$ cat config.mk
export PLATFORM = sky130hd
export DESIGN_NAME = seven_seg_scan_driver_flat
export DESIGN_NICKNAME = d
export VERILOG_FILES = /design/src/rtl/seven_seg_scan_driver_if.sv /design/src/rtl/seven_seg_scan_driver.sv /design/src/flat_wrapper.sv
export SDC_FILE = /design/constraint.sdc
export NUM_CORES = 1
export LEC_CHECK = 0
export BUFFER_PORTS_ARGS = -buffer_cell sky130_fd_sc_hd__buf_2
export CAP_MARGIN = 20
export CORE_ASPECT_RATIO = 1.1
export CORE_MARGIN = 10
export CORE_UTILIZATION = 57
export DETAILED_ROUTE_END_ITERATION = 6
export PLACE_DENSITY = 0.79
export SETUP_SLACK_MARGIN = 0.2
export SYNTH_ARGS = -nofsm -noshare
export SYNTH_HDL_FRONTEND = slang
export SYNTH_SLANG_ARGS = --single-unit
$ cat constraint.sdc
create_clock -name i_clk -period 2.54 [get_ports i_clk]
set_input_delay 0.381 -clock i_clk [delete_from_list [all_inputs] [get_ports i_clk]]
set_output_delay 0.381 -clock i_clk [all_outputs]
set_load 0.01 [all_outputs]
$ cat src/rtl/seven_seg_scan_driver_if.sv
// Bus write port and display pins of the four-digit seven-segment scanner.
// Latency: none, this only groups wires.
// Backpressure: none, writes are fire-and-forget single-cycle strobes.
//
// Signals (named from the peripheral's point of view):
//   i_bus_we   : write strobe, sampled on the rising clock edge
//   i_bus_addr : byte address of the write
//   i_bus_data : write data
//   o_sel      : digit anodes, active-low, bit 0 = rightmost digit
//   o_digit    : cathodes, active-low, {dp,g,f,e,d,c,b,a}
interface seven_seg_scan_driver_if;
   logic       i_bus_we;
   logic [7:0] i_bus_addr;
   logic [7:0] i_bus_data;
   logic [3:0] o_sel;
   logic [7:0] o_digit;

   modport master (
      output i_bus_we, i_bus_addr, i_bus_data,
      input  o_sel, o_digit
   );

   modport slave (
      input  i_bus_we, i_bus_addr, i_bus_data,
      output o_sel, o_digit
   );
endinterface

$ cat src/rtl/seven_seg_scan_driver.sv
// Four-digit hex seven-segment scanner: bus-written digits/control, time-multiplexed common-anode drive.
// Latency: one cycle from register/index state to SEL/DIGIT (both outputs registered).
// Backpressure: none; every matching write is accepted on the edge it is presented.
//
// Ports:
//   i_clk : system clock, all logic on the rising edge
//   i_rst : asynchronous active-high reset, forces SEL=4'b1111 / DIGIT=8'hFF at once
//   bus   : slave side of seven_seg_scan_driver_if (write strobe/address/data in, SEL/DIGIT out)
// Register map (write-only): BASE+0..3 digit 0..3 value (data[3:0]),
//   BASE+4 control: bit0 enable, bits[7:4] per-digit decimal point.
// Optional feature: define SEVEN_SEG_LEADING_ZERO_BLANK_EN to blank leading zeros on digits 3..1.
module seven_seg_scan_driver #(
   parameter logic [7:0] BASE_ADDR   = 8'hD0,
   parameter int         REFRESH_DIV = 50000
) (
   input  logic                    i_clk,
   input  logic                    i_rst,
   seven_seg_scan_driver_if.slave  bus
);

   localparam int             CW = (REFRESH_DIV > 2) ? $clog2(REFRESH_DIV) : 1;
   localparam logic [CW-1:0]  TC = CW'(REFRESH_DIV - 1);

   logic [3:0][3:0] r_digit;
   logic            r_en;
   logic [3:0]      r_dp;
   logic [CW-1:0]   r_cnt;
   logic [1:0]      r_idx;
   logic [3:0]      r_sel;
   logic [7:0]      r_seg;

   logic [7:0]      w_off;
   logic            w_wr_dig;
   logic            w_wr_ctl;
   logic [3:0]      w_blank;
   logic [6:0]      w_seg_nxt;

   // Active-low segments {g,f,e,d,c,b,a}; dp is added separately.
   function automatic logic [6:0] hex_to_seg(input logic [3:0] v);
      case (v)
         4'h0:    hex_to_seg = 7'h40;
         4'h1:    hex_to_seg = 7'h79;
         4'h2:    hex_to_seg = 7'h24;
         4'h3:    hex_to_seg = 7'h30;
         4'h4:    hex_to_seg = 7'h19;
         4'h5:    hex_to_seg = 7'h12;
         4'h6:    hex_to_seg = 7'h02;
         4'h7:    hex_to_seg = 7'h78;
         4'h8:    hex_to_seg = 7'h00;
         4'h9:    hex_to_seg = 7'h10;
         4'hA:    hex_to_seg = 7'h08;
         4'hB:    hex_to_seg = 7'h03;
         4'hC:    hex_to_seg = 7'h46;
         4'hD:    hex_to_seg = 7'h21;
         4'hE:    hex_to_seg = 7'h06;
         default: hex_to_seg = 7'h0E;
      endcase
   endfunction

   // Offset arithmetic wraps in 8 bits, so addresses below BASE land far above 4.
   assign w_off    = bus.i_bus_addr - BASE_ADDR;
   assign w_wr_dig = bus.i_bus_we && (w_off < 8'd4);
   assign w_wr_ctl = bus.i_bus_we && (w_off == 8'd4);

   always_comb begin
      w_blank = 4'b0000;
`ifdef SEVEN_SEG_LEADING_ZERO_BLANK_EN
      // A digit is blank only if it and every digit to its left are zero.
      w_blank[3] = (r_digit[3] == 4'h0);
      w_blank[2] = w_blank[3] && (r_digit[2] == 4'h0);
      w_blank[1] = w_blank[2] && (r_digit[1] == 4'h0);
`endif
      w_seg_nxt = w_blank[r_idx] ? 7'h7F : hex_to_seg(r_digit[r_idx]);
   end

   always_ff @(posedge i_clk or posedge i_rst) begin
      if (i_rst) begin
         r_digit <= '0;
         r_en    <= 1'b1;
         r_dp    <= 4'h0;
         r_cnt   <= '0;
         r_idx   <= 2'd0;
         r_sel   <= 4'b1111;
         r_seg   <= 8'hFF;
      end else begin
         if (w_wr_dig) begin
            r_digit[w_off[1:0]] <= bus.i_bus_data[3:0];
         end
         if (w_wr_ctl) begin
            r_en <= bus.i_bus_data[0];
            r_dp <= bus.i_bus_data[7:4];
         end

         // Scan keeps running while disabled so re-enabling stays in phase.
         if (r_cnt == TC) begin
            r_cnt <= '0;
            r_idx <= r_idx + 2'd1;
         end else begin
            r_cnt <= r_cnt + 1'b1;
         end

         // Outputs use pre-edge state, giving the single-cycle latency.
         if (r_en) begin
            r_sel <= ~(4'b0001 << r_idx);
            r_seg <= {~r_dp[r_idx], w_seg_nxt};
         end else begin
            r_sel <= 4'b1111;
            r_seg <= 8'hFF;
         end
      end
   end

   assign bus.o_sel   = r_sel;
   assign bus.o_digit = r_seg;

endmodule

$ cat src/flat_wrapper.sv
// flat-port wrapper written by rule: the top's interface ports become plain ports
module seven_seg_scan_driver_flat 
#(
   parameter logic [7:0] BASE_ADDR   = 8'hD0,
   parameter int         REFRESH_DIV = 50000
)
  (i_clk, i_rst, bus_i_bus_we, bus_i_bus_addr, bus_i_bus_data, bus_o_sel, bus_o_digit);
  seven_seg_scan_driver_if bus_i ();
  input  logic i_clk;
  input  logic i_rst;
  input wire logic [$bits(bus_i.i_bus_we)-1:0] bus_i_bus_we;
  input wire logic [$bits(bus_i.i_bus_addr)-1:0] bus_i_bus_addr;
  input wire logic [$bits(bus_i.i_bus_data)-1:0] bus_i_bus_data;
  output wire logic [$bits(bus_i.o_sel)-1:0] bus_o_sel;
  output wire logic [$bits(bus_i.o_digit)-1:0] bus_o_digit;
  assign bus_i.i_bus_we = bus_i_bus_we;
  assign bus_i.i_bus_addr = bus_i_bus_addr;
  assign bus_i.i_bus_data = bus_i_bus_data;
  assign bus_o_sel = bus_i.o_sel;
  assign bus_o_digit = bus_i.o_digit;
  seven_seg_scan_driver #(.BASE_ADDR(BASE_ADDR), .REFRESH_DIV(REFRESH_DIV)) u_core (.i_clk(i_clk), .i_rst(i_rst), .bus(bus_i));
endmodule
Word-level counts from Yosys, hierarchy flattened
Memory sizes are Yosys's and may differ from the RTL's.
Cells that the tools add are included.

operators by class
  add/sub/neg operators = 3
  $mul = 0
  div/mod/pow operators = 0
  order comparisons = 4
  equality and inequality tests = 2
  shift-type cells = 1
  mux-type cells = 13
  bitwise gates (word level) = 2
  reductions and logical operators = 3

operators by type and width
  kind                                                         number
  adder 16 x 1 -> 16 bit (second input constant)               1
  bitwise mux 16 bit                                           1
  equality test 16 bit (second input constant)                 1
  2-to-1 mux 16 bit                                            1
  2-to-1 mux 4 bit                                             3
  binary-select mux 4 bit (select 2 bit)                       1
  demux 4 bit (select 2 bit)                                   1
  equality test 8 x 3 -> 1 bit (second input constant)         1
  less-than comparator 8 x 3 -> 1 bit (second input constant)  1
  2-to-1 mux 8 bit                                             1
  subtractor 8 bit (second input constant)                     1
  2-to-1 mux 7 bit                                             1
  less-than comparator 2 x 3 -> 1 bit (second input constant)  2
  binary-select mux 1 bit (select 2 bit)                       2
  inverter 4 bit                                               1
  << shifter 1 x 2 -> 4 bit (first input constant)             1
  logical AND 1 bit                                            3
  adder 2 x 1 -> 2 bit (second input constant)                 1
  >= comparator 2 x 1 -> 1 bit (second input constant)         1
  2-to-1 mux 1 bit                                             2
  inverter 1 bit                                               1

storage, ports and cells
  register bits after elaboration = 51
  latch bits = 0
  bits in writable memories = 0
  bits in read-only memories = 112
  bits of input ports = 19
  output and inout port bits = 12
  logic and storage cells = 39
  memories = 1

memory list
  memory           depth  width  rd ports  clocked after Yosys merged registers in  write ports  RTL line                     RTL
  (no name shown)  16     7      1         0                                        0            seven_seg_scan_driver.sv:40  case (v)

Depth between registers and ports, before layout
Gate-level depths: netlist (run 1).

  word-level depth = 6
  mapped depth = 8
  depth with buffers taken out = 7

Worst setup path before layout (run 1)
Ideal clock, no wire load.

  path type = reg-to-reg
  start point = register u_core.r_idx[1]
  end point = register u_core.r_seg[5], in the netlist u_core.bus.o_digit[5]
  library setup time = 101 ps
  arrival = 1876 ps
  data required time = 2439 ps
  setup slack = 563 ps
  cell stages (with the launch flop) = 7
  path buffers = 1
  clock period less this slack = 1977 ps
  path through = dfrtp_1 -> clkbuf_1 -> mux4_2 -> ha_1 -> mux2_2 -> nand2_1 -> o311ai_0

on the way
  word-level cells in the longest chain between the ends = 5
  elaborated cells on any way between the ends = 7
  those cells by class = mux (6); memory (1)

RTL lines
  item                                    RTL line                      RTL
  start, declared                         seven_seg_scan_driver.sv:28   logic [1:0] r_idx;
  start signal, assigned                  seven_seg_scan_driver.sv:97   r_idx <= r_idx + 2'd1;
  binary-select mux 4 bit (select 2 bit)  seven_seg_scan_driver.sv:73   w_seg_nxt = w_blank[r_idx] ? 7'h7F : hex_to_seg(r_digit[r_idx]);
  2-to-1 mux 4 bit (not written as such)  seven_seg_scan_driver.sv:73
  memory (16 x 7 bit)                     n/a
  2-to-1 mux 7 bit (*)                    seven_seg_scan_driver.sv:73
  2-to-1 mux 8 bit (*)                    seven_seg_scan_driver.sv:103  if (r_en) begin
  end signal, assigned                    seven_seg_scan_driver.sv:105  r_seg <= {~r_dp[r_idx], w_seg_nxt};
  end, declared                           seven_seg_scan_driver.sv:30   logic [7:0] r_seg;

Mark *: on every way between the ends. The rest lies on a longest branch, timed or not. The select of a mux whose other input is x is not followed.
A chain may end at the register's enable or synchronous reset.

Worst setup path after layout (run 1)
  start point = register u_core.r_idx[1]
  end point = register u_core.r_seg[3], in the netlist u_core.bus.o_digit[3]

The elaborated chain is that of the path after synthesis.

==> results of run 1 <==
==> synthesized netlist by cell type, types with 2 or more instances <==
master / n
dfrtp_1: 38
mux2_2: 25
nand2_1: 17
nor2_1: 15
dfstp_2: 13
ha_1: 11
inv_1: 8
xnor2_1: 8
nand3_1: 7
xor2_1: 6
mux4_2: 5
nor3_1: 5
nand4_1: 4
nor4_1: 4
o211ai_1: 4
buf_2: 3
clkbuf_1: 3
mux2i_1: 2
nor3b_2: 2
o21ai_0: 2
==> cells by family (layout without fill, tap and decap cells) <==
logic type | after synthesis | in the layout | share of synthesized area
buffers and inverters | 14 | 49 | 0.0230
XOR/XNOR | 14 | 14 | 0.0501
flip-flops | 51 | 51 | 0.528
AND/OR/NAND/NOR | 64 | 64 | 0.139
multiplexers | 32 | 32 | 0.169
AO/OA/AOI/OAI | 12 | 12 | 0.0347
adder cells (fa/ha/maj) | 11 | 11 | 0.0562
==> layout make-up <==
type | count | area (um^2) | area share
clock inverter | 2 | 12.5 | 0.00456
multi-input combinational | 133 | 1100 | 0.401
clock buffer | 6 | 72.6 | 0.0264
inverter | 8 | 30.0 | 0.0109
timing repair buffer | 33 | 173 | 0.0629
sequential | 51 | 1290 | 0.471
tap | 52 | 65.1 | 0.0237
==> sequential cells by signal (all words and copies together), names as in the netlist <==
name	count
u_core.r_en	1
u_core.r_idx	2
u_core.bus.o_digit	8
u_core.r_cnt	16
u_core.r_dp	4
u_core.bus.o_sel	4
u_core.r_digit	16
==> worst max-delay path, stage by stage (launching register included) <==
cell and delay, ns:
dfrtp_1 0.57, mux4_2 0.62, inv_1 0.14, ha_1 0.21, inv_1 0.09, mux2i_1 0.12, nor3b_1 0.06, a31oi_1 0.15
==> where the power goes <==
group | internal [W] | switching [W] | leakage, nW | total, W
sequential | 0.000838 | 0.0000123 | 0.649 | 0.000850
combinational | 0.0000434 | 0.0000528 | 0.491 | 0.0000962
clock | 0.000193 | 0.000251 | 0.0412 | 0.000444
total | 0.00107 | 0.000316 | 1.18 | 0.00139
==> through the flow <==
step                total power [W]  cells   util  hold slack [ns]
floorplan                  0.000923    198      -            0.452
global route                0.00145    285  0.677            0.293
CTS                         0.00141    285  0.677            0.253
finish                      0.00139    285  0.677            0.241
global placement           0.000959    277  0.656            0.473
detailed placement         0.000964    277  0.656            0.475
==> layer usage <==
layer / vias to the layer above / share of wire / wire length, um / track usage
li1: 761 / - / - / -
met1: 788 / 0.44 / 1960 / 0.161
met2: 51 / 0.48 / 2170 / 0.217
met3: 4 / 0.071 / 318 / 0.0406
met4: 0 / 0.010 / 46 / 0.0426
met5: - / 0 / 0 / 0
==> worst min-delay path by stage <==
stage | endpoint | slack (ns)
final | u_core.r_cnt[15] | 0.24
after global routing | u_core.r_cnt[15] | 0.29
after CTS | u_core.r_cnt[15] | 0.25
after detailed placement | u_core.r_cnt[0] | 0.47
after global placement | u_core.r_cnt[0] | 0.47
after floorplan | u_core.r_cnt[0] | 0.45
==> run metrics, run 1 <==
status=finished, final reports clean; Die W=82.5 um; number of H-tree levels=2; dominant synthesized flop cell=dfrtp_1; post-place setup slack=0.528 ns; Crit Path Class=flip-flop to flip-flop; Slew @ Worst Pin=0.614 ns; Critical Path Start Type=flip-flop; port bufs=30; GRT Overall Usage=0.132; clk buf depth=2; antenna viol nets, final=0; first-pass GRT wire length=7580 um; Layout Skew=0.00550 ns; Fillers=315; clk root buf=clkbuf_8; Seq cells post-synth=51; initial core utilization=0.604; clock-pin slew on the worst setup and hold paths=0.09 ns; Hold Vio Cnt, Final=0; CTS buffer count=5; DR vias=1604; final worst slack=0.503 ns; count of warnings emitted by yosys=0; Total Nets Final=262; DR vias/cell=5.63; hold buffers post-CTS=0; I/O pin count=31; largest net degree at the start of global routing=52; Max Fclk=0.491 GHz; register area share after synthesis=0.528; HP Class=input port to async pin; die outline height=88.8 um; antenna violations before repair=0; CTS tree=done; post-route cell area=2750 um^2; Lkg Pwr=1.18 nW; Site Rows=24; reg-to-reg critical path endpoint=u_core.bus.o_digit[3]; DRT iter0 DRCs=93; period utilization=0.802; post-synth top area share=0.388; setup repair bufs after CTS=0; cell count after synthesis=198; final antenna diode count=0; clock latency on the worst-skew pair=0.29 ns; Slew HR=0.590; hpwl dp=3360 um; worst-path fanout max=9; Pre-antenna DRT Iters=4; number of global-route vias before repair=1665; commonest non-fill, non-tap cells in the layout=38 x dfrtp_1, 30 x buf_2, 25 x mux2_2, 17 x nand2_1, 15 x nor2_1; CORE AREA=4050 um^2; Synth area leader=dfrtp_1; min cycle time layout=2.04 ns; CP endpoint kind=flip-flop; DR DRC count=0; most common cell after layout, fill and taps aside=dfrtp_1; R2R Setup Slk=0.50 ns; Synth Net Count=228; CTS sink cnt=51; Async S/R FF share, synth=1.00; unrepaired setup endpoints after global routing=no; layout cells sized above 1=0.391; crit path to=u_core.bus.o_digit[3]; post-route setup TNS=0 ns; mapped cell area=2450 um^2; wire length per cell=15.8 um; pwr dens=506 nW/um^2; placed cell areas=2660 um^2; Crit. Startpoint=u_core.r_idx[1]; peak supply drop=390 uV; global route overflow=0; final setup violation count=0; top cells by area, synth=dfrtp_1 39%, dfstp_2 14%, mux2_2 11%; die footprint=7320 um^2; R2R depth=7; Post-synth EDFFs=0; RR Startpoint=u_core.r_idx[1]; crit path DAT=2.26 ns; post_cts resized=0; GP Congestion=0.873; Max-cap violations=0; synthesized area per cell=12.4 um^2; synth unique cells=36; Final Slew Violations=0; Synth-to-Final Area Change=12.1%; Routed WL=4490 um; CP required=2.77 ns
Power figures use the tool's default switching activity.
==> run 2, diff against run 1 <==
ABC_AREA = 1   (was unset)
CORE_UTILIZATION = 52   (was 57)
PLACE_DENSITY = 0.75   (was 0.79)
clock period = 1.8 ns   (was 2.54 ns; I/O delays follow)
==> run metrics, run 2 <==
P_sw=0.000490 W; placed cell areas=2860 um^2; CTS tree=done; Die W=87.4 um; largest net degree at the start of global routing=31; crit path DAT=1.82 ns; most common cell after layout, fill and taps aside=nand2_1; most common cell in the netlist=nand2_1; dominant synthesized flop cell=dfrtp_1; met2 Use GR=0.212; Synth-to-Final Area Change=19.5%; Synth top cells by count=98 x nand2_1, 44 x nand3_1, 38 x dfrtp_1; Crit Path Class=flip-flop to flip-flop; die outline height=94.1 um; DR vias=2196; global route overflow=0; Internal=0.00170 W; clk buf depth=2; first-pass GRT wire length=9070 um; DRT iter0 DRCs=138; R2R Setup Slk=0.22 ns; GP Congestion=0.904; switching share of total power=0.224; top cells by area, synth=dfrtp_1 37%, nand2_1 14%, dfstp_2 13%; CTS buffer count=5; port bufs=30; reg-to-reg critical path endpoint=u_core.bus.o_digit[5]; RR Startpoint=u_core.r_idx[0]; DR vias/cell=5.15; antenna viol nets, final=0; mapped cell area=2600 um^2; Lkg Pwr=1.54 nW; grt met3 use=0.0365; DR DRC count=0; worst-path fanout max=6; CP required=2.04 ns; HP Class=input port to flip-flop; clock network fraction of total power=0.369; synthesized area per cell=8.04 um^2; most used cell, CP=nand2_1; Async S/R FF share, synth=1.00; Pre-antenna DRT Iters=4; Routed WL=5420 um; Crit. Startpoint=u_core.r_idx[0]; Hold Vio Cnt, Final=0; hold path cells=3; CTS sink cnt=51; Finished Core Util=0.654; clk root buf=clkbuf_8; Synth area leader=dfrtp_1; Seq pwr share=0.549; crit-path max cell delay=0.44 ns; worst path cell trace=buf_6 -> nand2_1 -> nand3_1 -> nand2_4 -> inv_2 -> ha_2 -> nand3_2 -> nand2_1 -> nand2_1 -> nand3_1; Worst path top cell family by delay=simple AND/OR/NAND/NOR gates; beginning of the worst hold path=bus_i_bus_data[1]; Slew @ Worst Pin=0.465 ns; layout cells sized above 1=0.227; Max-cap violations=0; CP endpoint kind=flip-flop; GRT Overall Usage=0.132; unrepaired setup endpoints after global routing=no; Fillers=414; period utilization=0.879; min cycle time layout=1.58 ns; number of global-route vias before repair=2141; clock-pin slew on the worst setup and hold paths=0.09 ns; hpwl dp=3960 um; Final Slew Violations=0; busiest grt layer=met2; synth unique cells=25; CP max-delay cell=dfrtp_1; Total Nets Final=399; post-synth top area share=0.366; Slew HR=0.690; cell count after synthesis=323; Seq cells post-synth=51; CORE AREA=4750 um^2; I/O pin count=31; Site Rows=26; die footprint=8230 um^2; peak supply drop=379 uV; status=finished, final reports clean; Critical Path Start Type=flip-flop; final setup violation count=0; R2R depth=10; initial core utilization=0.547; final antenna diode count=0; wire length per cell=12.7 um; commonest non-fill, non-tap cells in the layout=96 x nand2_1, 39 x nand3_1, 37 x dfrtp_1, 34 x nor2_1; antenna violations before repair=0; post-route setup TNS=0 ns; Synth Net Count=353; post-route cell area=3100 um^2; met1 Use GR=0.168; Max Fclk=0.632 GHz; count of warnings emitted by yosys=0; Post-synth EDFFs=0; hold-critical path endpoint=u_core.r_digit[1]; number of H-tree levels=2; worst path bufs/invs=2; clock latency on the worst-skew pair=0.30 ns; register area share after synthesis=0.498; part of the power in combinational logic=0.082; pwr dens=706 nW/um^2; Layout Skew=0.00543 ns; total power=0.00219 W
## run 2: repair_timing
action                     4_1_cts  5_1_grt
hold buffers                     1        0
hold endpoints to repair        16        0
gates cloned                     0        1
setup endpoints to repair        6        8
pin swaps                        0        2
resized for setup                5       17
buffers inserted                 0        4
## run 2: stage by stage
| stage | worst slack, ns | instances | hold slack [ns] |
|---|---|---|---|
| global placement | 0.172 | 412 | 0.310 |
| CTS | 0.199 | 421 | 0.186 |
| global route | 0.110 | 426 | 0.209 |
| detailed placement | 0.121 | 412 | 0.307 |
| finish | 0.218 | 426 | 0.190 |
| floorplan | 0.232 | 323 | 0.382 |
## run 2: logic make-up after synthesis
family / after synthesis / share of synthesized area
xor gates and xnor gates: 7 / 0.0236
adders and majority gates: 11 / 0.0530
AOI/OAI and AO/OA: 26 / 0.0530
and+or+nand+nor: 188 / 0.313
DFF: 51 / 0.498
buffers and inverters: 40 / 0.0597
## run 2: metal layers
metal  share of wire  vias up  wire [um]
met5               0        -          0
met4           0.014        0         75
met3           0.061        9        330
met2            0.48       59       2590
met1            0.45     1009       2430
li1                -     1119          -
## run 2: worst max path at each step
stage / endpoint / depth (start not counted) / slack, ns
6_report: u_core.bus.o_digit[5] / 10 / 0.22
5_1_grt: u_core.bus.o_digit[0] / 10 / 0.11
4_1_cts: u_core.bus.o_digit[0] / 10 / 0.20
3_5_place_dp: u_core.bus.o_digit[0] / 9 / 0.12
3_3_place_gp: u_core.bus.o_digit[0] / 9 / 0.17
2_1_floorplan: u_core.bus.o_digit[0] / 11 / 0.23
## run 2: cell type report
cell class	count	area, um^2	area share
Tap cell	56	70.1	0.0226
Clock inverter	2	35.0	0.0113
Multi-Input combinational cell	232	1220	0.394
Inverter	37	144	0.0464
Timing Repair Buffer	42	256	0.0826
Sequential cell	51	1290	0.417
Clock buffer	6	82.6	0.0266
## run 2: worst register-to-register path, cell delays in order (launching register included)
cell	delay, ns
dfrtp_1	0.44
buf_6	0.15
nand2_1	0.05
nand3_1	0.13
nand2_4	0.11
inv_2	0.09
ha_2	0.21
nand3_2	0.12
nand2_1	0.11
nand2_1	0.05
nand3_1	0.07
## run 2: power by group through the flow
stage | combinational, W | sequential [W] | clock, W
global route | 0.000206 | 0.00121 | 0.000875
detailed placement | 0.000167 | 0.00122 | 0
floorplan | 0.000102 | 0.00122 | 0
global placement | 0.000162 | 0.00122 | 0
finish | 0.000180 | 0.00120 | 0.000809
CTS | 0.000171 | 0.00120 | 0.000827
==> run 3, diff against run 2 <==
CORE_UTILIZATION = 45   (was 52)
PLACE_DENSITY = 0.67   (was 0.75)
==> run metrics, run 3 (synthesis gave the netlist of run 2 again) <==
status=finished, final reports clean; Max-cap violations=0; Lkg Pwr=1.55 nW; unrepaired setup endpoints after global routing=no; peak supply drop=378 uV; worst-path fanout max=6; most common cell after layout, fill and taps aside=nand2_1; clk buf depth=2; Final Slew Violations=0; Layout Skew=0.00993 ns; post-route setup TNS=0 ns; Internal=0.00153 W; clk root buf=clkbuf_8; final antenna diode count=0; first-pass GRT wire length=9450 um; Crit Path Class=flip-flop to flip-flop; Die W=92.4 um; clock latency on the worst-skew pair=0.30 ns; antenna violations before repair=0; part of the power in combinational logic=0.090; Pre-antenna DRT Iters=4; Max Fclk=0.658 GHz; Hold Vio Cnt, Final=0; switching share of total power=0.247; Routed WL=5500 um; largest net degree at the start of global routing=22; CORE AREA=5500 um^2; Critical Path Start Type=flip-flop; CTS buffer count=5; Synth-to-Final Area Change=21.0%; die outline height=99.7 um; layout cells sized above 1=0.238; hpwl dp=4150 um; GP Congestion=0.868; period utilization=0.844; die footprint=9210 um^2; DR DRC count=0; Site Rows=28; CTS sink cnt=51; Slew @ Worst Pin=0.452 ns; Slew HR=0.699; clock-pin slew on the worst setup and hold paths=0.09 ns; initial core utilization=0.472; DR vias/cell=4.83; P_sw=0.000500 W; GRT Overall Usage=0.120; crit path DAT=1.74 ns; antenna viol nets, final=0; pwr dens=645 nW/um^2; DRT iter0 DRCs=75; CP required=2.02 ns; number of H-tree levels=2; worst hold margin=0.183 ns; commonest non-fill, non-tap cells in the layout=96 x nand2_1, 38 x nand3_1, 37 x dfrtp_1, 34 x nor2_1, 32 x inv_1; DR vias=2187; clock network fraction of total power=0.316; CP endpoint kind=flip-flop; wire length per cell=12.1 um; final setup violation count=0; port bufs=30; Seq pwr share=0.594; HP Class=input port to flip-flop; Total Nets Final=407; I/O pin count=31; global route overflow=0; min cycle time layout=1.52 ns; CTS tree=done; number of global-route vias before repair=2180
-- run 3: changes by cell type in the layout (fill, tap and decap cells not counted), sizes merged --
cell	delta
inv	-1
bufinv	-1
clkinv	+1
buf	+8
clkinvlp	+1
-- run 3: power groups by stage --
stage          combinational (W)  sequential [W]  clock, W
2_1_floorplan           0.000102         0.00122         0
3_3_place_gp            0.000167         0.00122         0
3_5_place_dp            0.000170         0.00123         0
4_1_cts                 0.000173         0.00120  0.000660
5_1_grt                 0.000213         0.00121  0.000697
6_report                0.000182         0.00120  0.000641
-- run 3: what timing repair did --
action	4_1_cts	5_1_grt
hold buffers	1	0
setup endpoints to repair	6	7
setup buffers	0	10
pin swaps	0	4
cloned	0	1
endpoints found under the hold margin	19	0
resized for setup	3	17
-- run 3: critical path, stage by stage (launching register included) --
cell	delay, ns
dfrtp_1	0.42
buf_6	0.15
nand2_1	0.07
nand3_2	0.08
nand2_2	0.13
inv_2	0.08
ha_1	0.21
nand3_1	0.12
nand2_1	0.07
nand2_1	0.06
nand3_1	0.07
-- run 3: layer usage --
layer	track usage	vias to the layer above	routed length (um)
met5	0	-	0
met4	0.0404	0	51
met3	0.0346	6	271
met2	0.193	43	2570
met1	0.151	1006	2610
li1	-	1132	-
-- run 3: worst paths after layout --
check | startpoint | cells past startpoint | end | slack (ns)
max reg2reg | u_core.r_idx[0] | 10 | u_core.bus.o_digit[5] | 0.28
min | bus_i_bus_data[1] | 3 | u_core.r_digit[1] | 0.18
min in group asynchronous | i_rst | 3 | u_core.r_cnt[14] | 0.52
min reg2reg | u_core.r_cnt[0] | 1 | u_core.r_cnt[0] | 0.47
max | u_core.r_idx[0] | 10 | u_core.bus.o_digit[5] | 0.28
max in group asynchronous | i_rst | 4 | u_core.bus.o_digit[5] | 0.68
-- run 3: layout make-up --
| class | instances | area (um^2) |
|---|---|---|
| clock buffers | 6 | 72.6 |
| clock inverters | 2 | 12.5 |
| fillers | 524 | 2360 |
| inverters | 37 | 144 |
| multi-input cells | 232 | 1210 |
| flip-flops and latches | 51 | 1290 |
| well taps | 75 | 93.8 |
| repair buffers | 50 | 317 |
-- run 3: metrics by stage --
stage | std cells | worst slack (ns) | cell area, um^2 | util | power [W]
3_3_place_gp | 433 | 0.217 | 2900 | 0.527 | 0.00139
3_5_place_dp | 433 | 0.138 | 2900 | 0.527 | 0.00140
4_1_cts | 442 | 0.205 | 3000 | 0.545 | 0.00204
2_1_floorplan | 323 | 0.232 | 2600 | - | 0.00132
5_1_grt | 453 | 0.177 | 3140 | 0.571 | 0.00212
6_report | 453 | 0.281 | 3140 | 0.571 | 0.00203
